$ cat config.mk
export PLATFORM = sky130hd
export DESIGN_NAME = bist_fault_logger_flat
export DESIGN_NICKNAME = d
export VERILOG_FILES = /design/src/rtl/bist_fault_logger_pkg.sv /design/src/rtl/bist_fault_logger_if.sv /design/src/rtl/bist_fault_logger_fault_fifo.sv /design/src/rtl/bist_fault_logger.sv /design/src/flat_wrapper.sv
export SDC_FILE = /design/constraint.sdc
export NUM_CORES = 1
export LEC_CHECK = 0
export BUFFER_PORTS_ARGS = -buffer_cell sky130_fd_sc_hd__buf_2
export CAP_MARGIN = 10
export CORE_AREA = 2 2 156 158
export DETAILED_ROUTE_END_ITERATION = 10
export DIE_AREA = 0 0 158 160
export HOLD_SLACK_MARGIN = 0.12
export PLACE_DENSITY_LB_ADDON = 0.05
export RECOVER_POWER = 50
export SYNTH_ARGS = -nofsm -noshare
export SYNTH_HDL_FRONTEND = slang
export SYNTH_SLANG_ARGS = --single-unit
$ cat constraint.sdc
create_clock -name clk -period 4 [get_ports clk]
set_input_delay 0 -clock clk [delete_from_list [all_inputs] [get_ports clk]]
set_output_delay 0 -clock clk [all_outputs]
set_load 0.01 [all_outputs]
$ cat src/rtl/bist_fault_logger_pkg.sv
// Shared definitions for the BIST fault logger.
//   - state_t : logger FSM states (IDLE, LOG, HOLD)
//   - DEF_*   : default widths and log depth
package bist_fault_logger_pkg;

    localparam int unsigned DEF_ADDR_W = 10;
    localparam int unsigned DEF_DATA_W = 8;
    localparam int unsigned DEF_DEPTH  = 8;
    localparam int unsigned DEF_CNT_W  = 16;

    typedef enum logic [1:0] {
        IDLE = 2'd0,
        LOG  = 2'd1,
        HOLD = 2'd2
    } state_t;

endpackage

$ cat src/rtl/bist_fault_logger_if.sv
// Bus between a BIST controller/reader and the fault logger.
//   comparator side : test_active, cmp_valid, error, fail_addr, expected, actual
//   readout side    : rd_req -> rd_valid, rd_addr, rd_expected, rd_actual
//   status          : log_empty, log_full, overflow, err_count, any_fail, done
// master = controller/reader, slave = logger.
interface bist_fault_logger_if #(
    parameter int unsigned ADDR_W = 10,
    parameter int unsigned DATA_W = 8,
    parameter int unsigned CNT_W  = 16
);
    logic              test_active;
    logic              cmp_valid;
    logic              error;
    logic [ADDR_W-1:0] fail_addr;
    logic [DATA_W-1:0] expected;
    logic [DATA_W-1:0] actual;
    logic              rd_req;
    logic              rd_valid;
    logic [ADDR_W-1:0] rd_addr;
    logic [DATA_W-1:0] rd_expected;
    logic [DATA_W-1:0] rd_actual;
    logic              log_empty;
    logic              log_full;
    logic              overflow;
    logic [CNT_W-1:0]  err_count;
    logic              any_fail;
    logic              done;

    modport master (
        output test_active, cmp_valid, error, fail_addr, expected, actual, rd_req,
        input  rd_valid, rd_addr, rd_expected, rd_actual,
        input  log_empty, log_full, overflow, err_count, any_fail, done
    );

    modport slave (
        input  test_active, cmp_valid, error, fail_addr, expected, actual, rd_req,
        output rd_valid, rd_addr, rd_expected, rd_actual,
        output log_empty, log_full, overflow, err_count, any_fail, done
    );

endinterface

$ cat src/rtl/bist_fault_logger_fault_fifo.sv
// Fault record store: synchronous-write, registered-read FIFO.
//   clk, rst      : clock, synchronous active-high reset
//   clr           : discard all records (pointers and occupancy to zero)
//   push, wdata   : write one record (accepted when not full, or full with a pop)
//   pop           : read one record (ignored when empty)
//   rdata,rd_valid: popped record, valid for one cycle after an accepted pop
//   full, empty   : registered occupancy flags
//   count         : occupancy, log2(DEPTH)+1 bits
module fault_fifo #(
    parameter int unsigned W     = 26,
    parameter int unsigned DEPTH = 8
) (
    input  logic                       clk,
    input  logic                       rst,
    input  logic                       clr,
    input  logic                       push,
    input  logic                       pop,
    input  logic [W-1:0]               wdata,
    output logic [W-1:0]               rdata,
    output logic                       rd_valid,
    output logic                       full,
    output logic                       empty,
    output logic [$clog2(DEPTH):0]     count
);
    localparam int unsigned PW = $clog2(DEPTH);
    localparam int unsigned CW = PW + 1;

    logic [W-1:0]  mem [DEPTH];
    logic [PW-1:0] wptr;
    logic [PW-1:0] rptr;
    logic [CW-1:0] count_nxt;
    logic          pop_ok;
    logic          push_ok;

    // A pop frees a slot in the same cycle, so a full FIFO still accepts a push.
    assign pop_ok  = pop && !empty;
    assign push_ok = push && (!full || pop_ok);

    always_comb begin
        count_nxt = count;
        if (push_ok && !pop_ok) begin
            count_nxt = count + 1'b1;
        end else if (!push_ok && pop_ok) begin
            count_nxt = count - 1'b1;
        end
    end

    // Storage is not reset; the pointers define which entries are live.
    always_ff @(posedge clk) begin
        if (push_ok) begin
            mem[wptr] <= wdata;
        end
    end

    always_ff @(posedge clk) begin
        if (rst) begin
            wptr     <= '0;
            rptr     <= '0;
            count    <= '0;
            full     <= 1'b0;
            empty    <= 1'b1;
            rd_valid <= 1'b0;
            rdata    <= '0;
        end else if (clr) begin
            wptr     <= '0;
            rptr     <= '0;
            count    <= '0;
            full     <= 1'b0;
            empty    <= 1'b1;
            rd_valid <= 1'b0;
        end else begin
            if (push_ok) begin
                wptr <= wptr + 1'b1;
            end
            if (pop_ok) begin
                rptr  <= rptr + 1'b1;
                rdata <= mem[rptr];
            end
            rd_valid <= pop_ok;
            count    <= count_nxt;
            full     <= (count_nxt == CW'(DEPTH));
            empty    <= (count_nxt == '0);
        end
    end

endmodule

$ cat src/rtl/bist_fault_logger.sv
// BIST fault logger top.
//   clk, rst : clock, synchronous active-high reset
//   bus      : slave side of bist_fault_logger_if (comparator inputs,
//              record readout, occupancy/overflow/count/fail/done status)
// Records {fail_addr, expected, actual} of every comparator mismatch seen while
// a test is active, counts them (saturating), and freezes results in HOLD.
module bist_fault_logger
    import bist_fault_logger_pkg::*;
#(
    parameter int unsigned ADDR_W = DEF_ADDR_W,
    parameter int unsigned DATA_W = DEF_DATA_W,
    parameter int unsigned DEPTH  = DEF_DEPTH,
    parameter int unsigned CNT_W  = DEF_CNT_W
) (
    input logic               clk,
    input logic               rst,
    bist_fault_logger_if.slave bus
);
    localparam int unsigned REC_W = ADDR_W + 2 * DATA_W;

    state_t                state;
    state_t                state_nxt;
    logic                  clear;
    logic                  fault;
    logic                  pop_ok;
    logic                  drop;
    logic [REC_W-1:0]      rec_out;
    logic [$clog2(DEPTH):0] occupancy;

    // State register
    always_ff @(posedge clk) begin
        if (rst) begin
            state <= IDLE;
        end else begin
            state <= state_nxt;
        end
    end

    // Next-state logic
    always_comb begin
        state_nxt = state;
        unique case (state)
            IDLE: if (bus.test_active)  state_nxt = LOG;
            LOG:  if (!bus.test_active) state_nxt = HOLD;
            HOLD: if (bus.test_active)  state_nxt = LOG;
            default: state_nxt = IDLE;
        endcase
    end

    // Output logic. A fault needs test_active as well as LOG, so a mismatch in
    // the cycle test_active falls is not recorded.
    always_comb begin
        clear    = 1'b0;
        fault    = 1'b0;
        bus.done = 1'b0;
        unique case (state)
            IDLE: clear = bus.test_active;
            LOG:  fault = bus.test_active && bus.cmp_valid && bus.error;
            HOLD: begin
                clear    = bus.test_active;
                bus.done = 1'b1;
            end
            default: ;
        endcase
    end

    assign pop_ok = bus.rd_req && !bus.log_empty;
    assign drop   = fault && bus.log_full && !pop_ok;

    always_ff @(posedge clk) begin
        if (rst || clear) begin
            bus.err_count <= '0;
            bus.overflow  <= 1'b0;
            bus.any_fail  <= 1'b0;
        end else if (fault) begin
            if (bus.err_count != '1) begin
                bus.err_count <= bus.err_count + 1'b1;
            end
            bus.any_fail <= 1'b1;
            if (drop) begin
                bus.overflow <= 1'b1;
            end
        end
    end

    fault_fifo #(
        .W     (REC_W),
        .DEPTH (DEPTH)
    ) u_fifo (
        .clk      (clk),
        .rst      (rst),
        .clr      (clear),
        .push     (fault),
        .pop      (bus.rd_req),
        .wdata    ({bus.fail_addr, bus.expected, bus.actual}),
        .rdata    (rec_out),
        .rd_valid (bus.rd_valid),
        .full     (bus.log_full),
        .empty    (bus.log_empty),
        .count    (occupancy)
    );

    assign {bus.rd_addr, bus.rd_expected, bus.rd_actual} = rec_out;

    // Occupancy is exposed through the flags only.
    logic unused_occ;
    assign unused_occ = ^occupancy;

endmodule

$ cat src/flat_wrapper.sv
// flat-port wrapper written by rule: the top's interface ports become plain ports
module bist_fault_logger_flat import bist_fault_logger_pkg::*;
#(
    parameter int unsigned ADDR_W = DEF_ADDR_W,
    parameter int unsigned DATA_W = DEF_DATA_W,
    parameter int unsigned DEPTH  = DEF_DEPTH,
    parameter int unsigned CNT_W  = DEF_CNT_W
)
  (clk, rst, bus_test_active, bus_cmp_valid, bus_error, bus_fail_addr, bus_expected, bus_actual, bus_rd_req, bus_rd_valid, bus_rd_addr, bus_rd_expected, bus_rd_actual, bus_log_empty, bus_log_full, bus_overflow, bus_err_count, bus_any_fail, bus_done);
  bist_fault_logger_if #(.ADDR_W(ADDR_W), .DATA_W(DATA_W), .CNT_W(CNT_W)) bus_i ();
  input logic clk;
  input logic rst;
  input wire logic [$bits(bus_i.test_active)-1:0] bus_test_active;
  input wire logic [$bits(bus_i.cmp_valid)-1:0] bus_cmp_valid;
  input wire logic [$bits(bus_i.error)-1:0] bus_error;
  input wire logic [$bits(bus_i.fail_addr)-1:0] bus_fail_addr;
  input wire logic [$bits(bus_i.expected)-1:0] bus_expected;
  input wire logic [$bits(bus_i.actual)-1:0] bus_actual;
  input wire logic [$bits(bus_i.rd_req)-1:0] bus_rd_req;
  output wire logic [$bits(bus_i.rd_valid)-1:0] bus_rd_valid;
  output wire logic [$bits(bus_i.rd_addr)-1:0] bus_rd_addr;
  output wire logic [$bits(bus_i.rd_expected)-1:0] bus_rd_expected;
  output wire logic [$bits(bus_i.rd_actual)-1:0] bus_rd_actual;
  output wire logic [$bits(bus_i.log_empty)-1:0] bus_log_empty;
  output wire logic [$bits(bus_i.log_full)-1:0] bus_log_full;
  output wire logic [$bits(bus_i.overflow)-1:0] bus_overflow;
  output wire logic [$bits(bus_i.err_count)-1:0] bus_err_count;
  output wire logic [$bits(bus_i.any_fail)-1:0] bus_any_fail;
  output wire logic [$bits(bus_i.done)-1:0] bus_done;
  assign bus_i.test_active = bus_test_active;
  assign bus_i.cmp_valid = bus_cmp_valid;
  assign bus_i.error = bus_error;
  assign bus_i.fail_addr = bus_fail_addr;
  assign bus_i.expected = bus_expected;
  assign bus_i.actual = bus_actual;
  assign bus_i.rd_req = bus_rd_req;
  assign bus_rd_valid = bus_i.rd_valid;
  assign bus_rd_addr = bus_i.rd_addr;
  assign bus_rd_expected = bus_i.rd_expected;
  assign bus_rd_actual = bus_i.rd_actual;
  assign bus_log_empty = bus_i.log_empty;
  assign bus_log_full = bus_i.log_full;
  assign bus_overflow = bus_i.overflow;
  assign bus_err_count = bus_i.err_count;
  assign bus_any_fail = bus_i.any_fail;
  assign bus_done = bus_i.done;
  bist_fault_logger #(.ADDR_W(ADDR_W), .DATA_W(DATA_W), .DEPTH(DEPTH), .CNT_W(CNT_W)) u_core (.clk(clk), .rst(rst), .bus(bus_i));
endmodule
==> impl_metrics.ini, run 1 <==
[grt]
first_global_vias = 5636
grtUsageTotal_pct = 17.0
grt_max_degree = 55
grt_remaining_overflow = 0
antenna_found_initial = 0
grt_pass1_wl_um = 32600

[clock_network]
clk_pin_slew_ps = 60
cts_sinks = 267
numCtsBuffers = 29
clock_path_buffers = 3
post_cts_buffers = 0
cts_root_buffer = clkbuf_16
tritoncts = built
clk_latency_ps = 530
cts_max_level = 1

[sta]
maxSlewViolCount = 0
worst_pin_slew_ps = 1140
min_period_over_period_pct = 72.5
rsz0062_at_grt = false
setup-tns-final_ps = 0
max-slew-margin-rel_pct = 23.9
fmax_mhz = 345
min_period_ps = 2900
skew_ps = 11.9
setup_viol = 0
hold_viol = 0

[setup_path]
crit_fanout = 11
critPathLaunchType = flop
cp-end-kind = flop
critPathKind = reg -> reg
reg2reg_slack_ps = 1100
cp_data_required_time_ps = 4230
worst-endpoint-arrival_ps = 3130

[yosys]
synth_commonest_cells = edfxtp_1 (208), nor2_1 (66), dfxtp_1 (59)
yosysSeqAreaShare_pct = 72.3
synth_edf_count = 208
yosys-top-cells-area = edfxtp_1 (61%), dfxtp_1 (11%), mux4_2 (11%)
yosys.area.top_type_share_pct = 60.8
syn_inst = 578
synth_seq_cells = 267
synth_most_common_cell = edfxtp_1
yosysWarnings = 0
async_flop_share_pct = 0
synth_top_area_cell = edfxtp_1
synth.avg_cell_area_um2 = 17.8
ys.flop_type = edfxtp_1
syn-num-nets = 615
netlist_area_um2 = 10300
synth_cell_types = 46

[floorplanning]
die_x_um = 158
core_um2 = 23800
die_h_um = 160
die-area_um2 = 25300
rows = 57
pin_count = 80
start_util_pct = 43.1

[layout]
area_growth_syn_to_layout_pct = 20.0
insertedDiodeCount = 0
stdcell_area_um2 = 12300
drive_gt1_share_pct = 19.9
nets = 743
utilization_pct = 51.8

[detailed_routing]
drt_wl_total_um = 20900
drc_errors = 0
wl_per_cell_um = 19.9
ant_nets = 0
dr.first_iter.drc_count = 345
first_pass_iters = 4
vias = 5439
vias_per_cell = 5.17

[power]
clockPowerShare_pct = 46.3
power_frac_seq_pct = 50.7
comb_power_share_pct = 3.1
peakVddDrop_uv = 309
p_leak_nw = 3.78
intPower_mw = 4.80
switchingPower_mw = 1.17
p_per_area_nw_per_um2 = 484
switching_share_pct = 19.5

[min_path]
hold_class = in -> reg

[place]
hpwl_um = 12300
placedInstanceArea_um2 = 11100
io_buffers = 79
routabilityCongestion = 0.765

[status]
outcome = finished, final reports clean

[flow_run]
cap_viol_max_count = 0
==> cell usage in the layout (no fill, tap or decap), types with 13 or more instances in the layout <==
master | Yosys | routed
dlygate4sd3_1 | 0 | 31
mux2i_1 | 28 | 28
a211oi_1 | 30 | 31
clkbuf_16 | 0 | 29
nand2_1 | 13 | 13
buf_4 | 5 | 13
edfxtp_1 | 208 | 208
dfxtp_1 | 59 | 56
mux4_2 | 52 | 52
clkbuf_1 | 17 | 76
nor2_1 | 66 | 59
xnor2_1 | 18 | 18
==> worst paths after layout <==
kind,from,endpoint,cells after the start
worst max-delay path,u_core.state[0],u_core.u_fifo.mem[6][2],5
worst min-delay path,rst,u_core.u_fifo.rdata[12],2
worst max register to register,u_core.state[0],u_core.u_fifo.mem[6][2],5
worst min register to register,u_core.bus.any_fail,u_core.bus.any_fail,2
==> metrics by stage <==
step,total power [mW],setup WS (ps),instances,hold WS [ps]
CTS,6.05,1330,1053,159
global route,6.18,784,1053,158
global placement,3.25,1430,968,241
finish,5.97,1100,1053,158
floorplan,3.17,639,578,77.4
detailed placement,3.26,1350,968,251
==> power groups by stage <==
| stage | sequential [mW] | clock, mW | combinational [mW] |
|---|---|---|---|
| 6_report | 3.02 | 2.76 | 0.184 |
| 3_5_place_dp | 3.08 | 0 | 0.173 |
| 4_1_cts | 3.02 | 2.84 | 0.196 |
| 3_3_place_gp | 3.08 | 0 | 0.169 |
| 2_1_floorplan | 3.08 | 0 | 0.0917 |
| 5_1_grt | 3.03 | 2.95 | 0.203 |
==> worst max-delay path, stage by stage, from the launching register on <==
cell      delay [ps]
dfxtp_1          420
nand4b_1         240
a211oi_1         660
nand2b_1         320
nor2_2           640
buf_4            320
==> cell type report <==
cell class,count,area (µm²)
clock inverter,19,226
fill,2043,11500
timing repair buffer,124,731
inverter,7,26.3
multi-input combinational,277,2720
clock buffer,35,788
tap,324,405
sequential,267,7440
==> metal layers <==
| layer | track usage (%) | wire length (µm) | vias up |
|---|---|---|---|
| met3 | 2.44 | 803 | 23 |
| met1 | 23.7 | 9610 | 2783 |
| li1 | - | - | 2533 |
| met4 | 3.77 | 292 | 0 |
| met5 | 0 | 0 | - |
| met2 | 28.7 | 10200 | 100 |
==> logic make-up after synthesis <==
logic type,after synthesis,share of synthesized area (%)
buffers and inverters,34,1.49
adder cells (fa/ha/maj),5,0.609
AO/OA/AOI/OAI,48,3.46
flip-flops,267,72.3
AND/OR/NAND/NOR,122,6.10
XOR/XNOR,22,1.95
multiplexers,80,14.1
==> state kept, by name (all words and copies together), names as in the netlist, 2 cells and up <==
name                  flops
u_core.u_fifo.count       4
u_core.state              2
u_core.bus.err_count     16
u_core.u_fifo.mem       208
u_core.u_fifo.rptr        3
u_core.u_fifo.rdata      26
u_core.u_fifo.wptr        3
==> timing repair <==
item                                   CTS  global route
endpoints found under the hold margin  234             0
hold buffers                            31             0
gates resized for setup                  0             0
Note: power is estimated with default switching activity, not from simulation.
==> run 2, diff against run 1 <==
- ABC_AREA: unset -> 1
- CORE_AREA: 2 2 156 158 -> 2 2 160 162
- DIE_AREA: 0 0 158 160 -> 0 0 162 164
- clock period: 4 -> 2.5 ns (I/O delays scaled with it)
==> impl_metrics.ini, run 2 <==
[grt]
first_global_vias = 6963
grt_max_degree = 106
grtUsageTotal_pct = 18.1
grt_remaining_overflow = 0
antenna_found_initial = 1
grt_pass1_wl_um = 38000

[layout]
final_cell_count_no_fill = 1421
drive_gt1_share_pct = 10.3
insertedDiodeCount = 0
nets = 1106
layout_commonest_cell = edfxtp_1
stdcell_area_um2 = 12900
final_cell_mix = edfxtp_1 (208), nor2_1 (182), o21ai_0 (162), nand2_1 (83), clkbuf_1 (83)
fillCellCount = 2282
top_regs = u_core.u_fifo.mem: 208 flops, u_core.u_fifo.rdata: 26 flops, u_core.bus.err_count: 16 flops
largest_reg_flops = 208
largest-register = u_core.u_fifo.mem
area_growth_syn_to_layout_pct = 19.3

[sta]
worst_pin_slew_ps = 542
fmax_mhz = 431
max-slew-margin-rel_pct = 63.9
min_period_over_period_pct = 92.9
rsz0062_at_grt = false
maxSlewViolCount = 0
setup-tns-final_ps = 0
layout_setup_ws_ps = 177
setup_viol = 0
skew_ps = 12.8
min_period_ps = 2320
hold_viol = 0

[clock_network]
clk_pin_slew_ps = 60
cts_max_level = 1
clock_path_buffers = 3
tritoncts = built
numCtsBuffers = 29
cts_sinks = 267
cts_root_buffer = clkbuf_16
clk_latency_ps = 540
cts_resized = 0

[floorplanning]
die-area_um2 = 26600
rows = 58
core_um2 = 24800
die_x_um = 162
start_util_pct = 43.5
pin_count = 80
die_h_um = 164

[setup_path]
crit_top_cell = dlygate4sd3_1
cp-end-kind = flop
critPathKind = in -> reg
r2r-start = u_core.state[0]
slowest_stage = dlygate4sd3_1
cp_data_required_time_ps = 2710
crit_fanout = 18
reg2reg_slack_ps = 520
worstPathCellList = dlygate4sd3_1 > buf_2 > nand3_4 > dlygate4sd3_1 > nor2_8 > nand2_1 > nor2_1 > inv_1 > nor3_4 > buf_4
critPathLaunchType = input pin
r2r.worst_path.cells = 7
slowest_delay_ps = 650
path_buf_inv = 5
worst-endpoint-arrival_ps = 2530
reg2reg_to = u_core.u_fifo.mem[7][25]
crit_family = buffers and inverters

[yosys]
synth_commonest_cells = edfxtp_1 (208), nor2_1 (185), o21ai_0 (162)
netlist_area_um2 = 10800
synth_seq_cells = 267
ys.flop_type = edfxtp_1
synth.avg_cell_area_um2 = 11.3
synth_top_area_cell = edfxtp_1
synth_cell_types = 38
syn-num-nets = 988
yosys-top-cells-area = edfxtp_1 (58%), dfxtp_1 (11%), o21ai_0 (7.5%)
yosysWarnings = 0
synth_most_common_cell = edfxtp_1
async_flop_share_pct = 0
yosys.area.top_type_share_pct = 57.9
syn_inst = 951
synth_edf_count = 208
yosysSeqAreaShare_pct = 68.9

[detailed_routing]
first_pass_iters = 4
wl_met3_um = 916
drt_wl_total_um = 23500
vias_per_cell = 5.06
wl_per_cell_um = 16.5
vias = 7192
met2RoutedLength_um = 11100
dr.max_layer_used = met4
dr.first_iter.drc_count = 501
ant_nets = 0
met1_length_um = 11100
drc_errors = 0

[min_path]
hold_class = in -> reg
hold_path.startpoint = bus_test_active
whs_endpoint = u_core.state[0]
holdPathStages = 4

[status]
outcome = finished, final reports clean

[place]
place_inst = 1335
hpwl_um = 13400
place_ws_ps = 511
io_buffers = 79
placedInstanceArea_um2 = 11700
routabilityCongestion = 0.775

[power]
p_per_area_nw_per_um2 = 749
p_leak_nw = 4.26
peakVddDrop_uv = 512

[flow_run]
cap_viol_max_count = 0
-- run 2: cell families after synthesis --
logic type      Yosys count  share of synthesized area, %
compound gates          266                          13.4
fa+ha+maj                 5                         0.580
simple gates            312                          12.1
buf+inv                  91                          4.20
flops                   267                          68.9
xor+xnor                 10                         0.812
-- run 2: layer usage --
metal | GRT usage, % | vias to the layer above
met5 | 0 | -
met4 | 3.70 | 0
li1 | - | 3593
met2 | 30.4 | 120
met1 | 25.4 | 3450
met3 | 2.47 | 29
-- run 2: power breakdown --
group	switching, mW	leakage, nW	internal, mW	total (mW)
Clock	1.67	0.465	2.55	4.22
Sequential	0.0314	2.35	4.84	4.87
Combinational	0.363	1.45	0.186	0.549
Total	2.06	4.26	7.58	9.64
-- run 2: area by class of cell --
class / instances / area (µm²) / share of cell area, %
Clock buffer: 42 / 847 / 6.58
Clock inverter: 11 / 115 / 0.895
Timing Repair Buffer: 139 / 932 / 7.24
Tap cell: 330 / 413 / 3.21
Sequential cell: 267 / 7430 / 57.8
Multi-Input combinational cell: 593 / 2980 / 23.1
Inverter: 39 / 151 / 1.18
-- run 2: stage by stage --
stage	hold slack, ps	total power, mW	utilization, %
global route	310	10.0	51.8
global placement	262	5.49	47.0
floorplan	78.5	5.28	-
CTS	265	9.77	52.2
finish	312	9.64	51.8
detailed placement	266	5.50	47.0
-- run 2: worst max-delay path by stage --
stage | endpoint | start | depth (start not counted)
floorplan | u_core.u_fifo.mem[2][0] | u_core.state[1] | 7
detailed placement | u_core.u_fifo.mem[7][22] | u_core.state[0] | 7
CTS | u_core.u_fifo.mem[7][1] | bus_test_active | 10
finish | u_core.u_fifo.mem[7][25] | bus_test_active | 10
global placement | u_core.u_fifo.mem[7][21] | u_core.state[1] | 8
global route | u_core.u_fifo.mem[7][1] | bus_test_active | 10
-- run 2: timing repair --
action,CTS,global route
hold buffers,33,0
hold endpoints to repair,259,0
buffers inserted,0,0
-- run 2: tightest hold or removal path, delay by kind of cell --
family	cells	cell delay [ps]
and+or+nand+nor	1	40
buffers and inverters	3	760
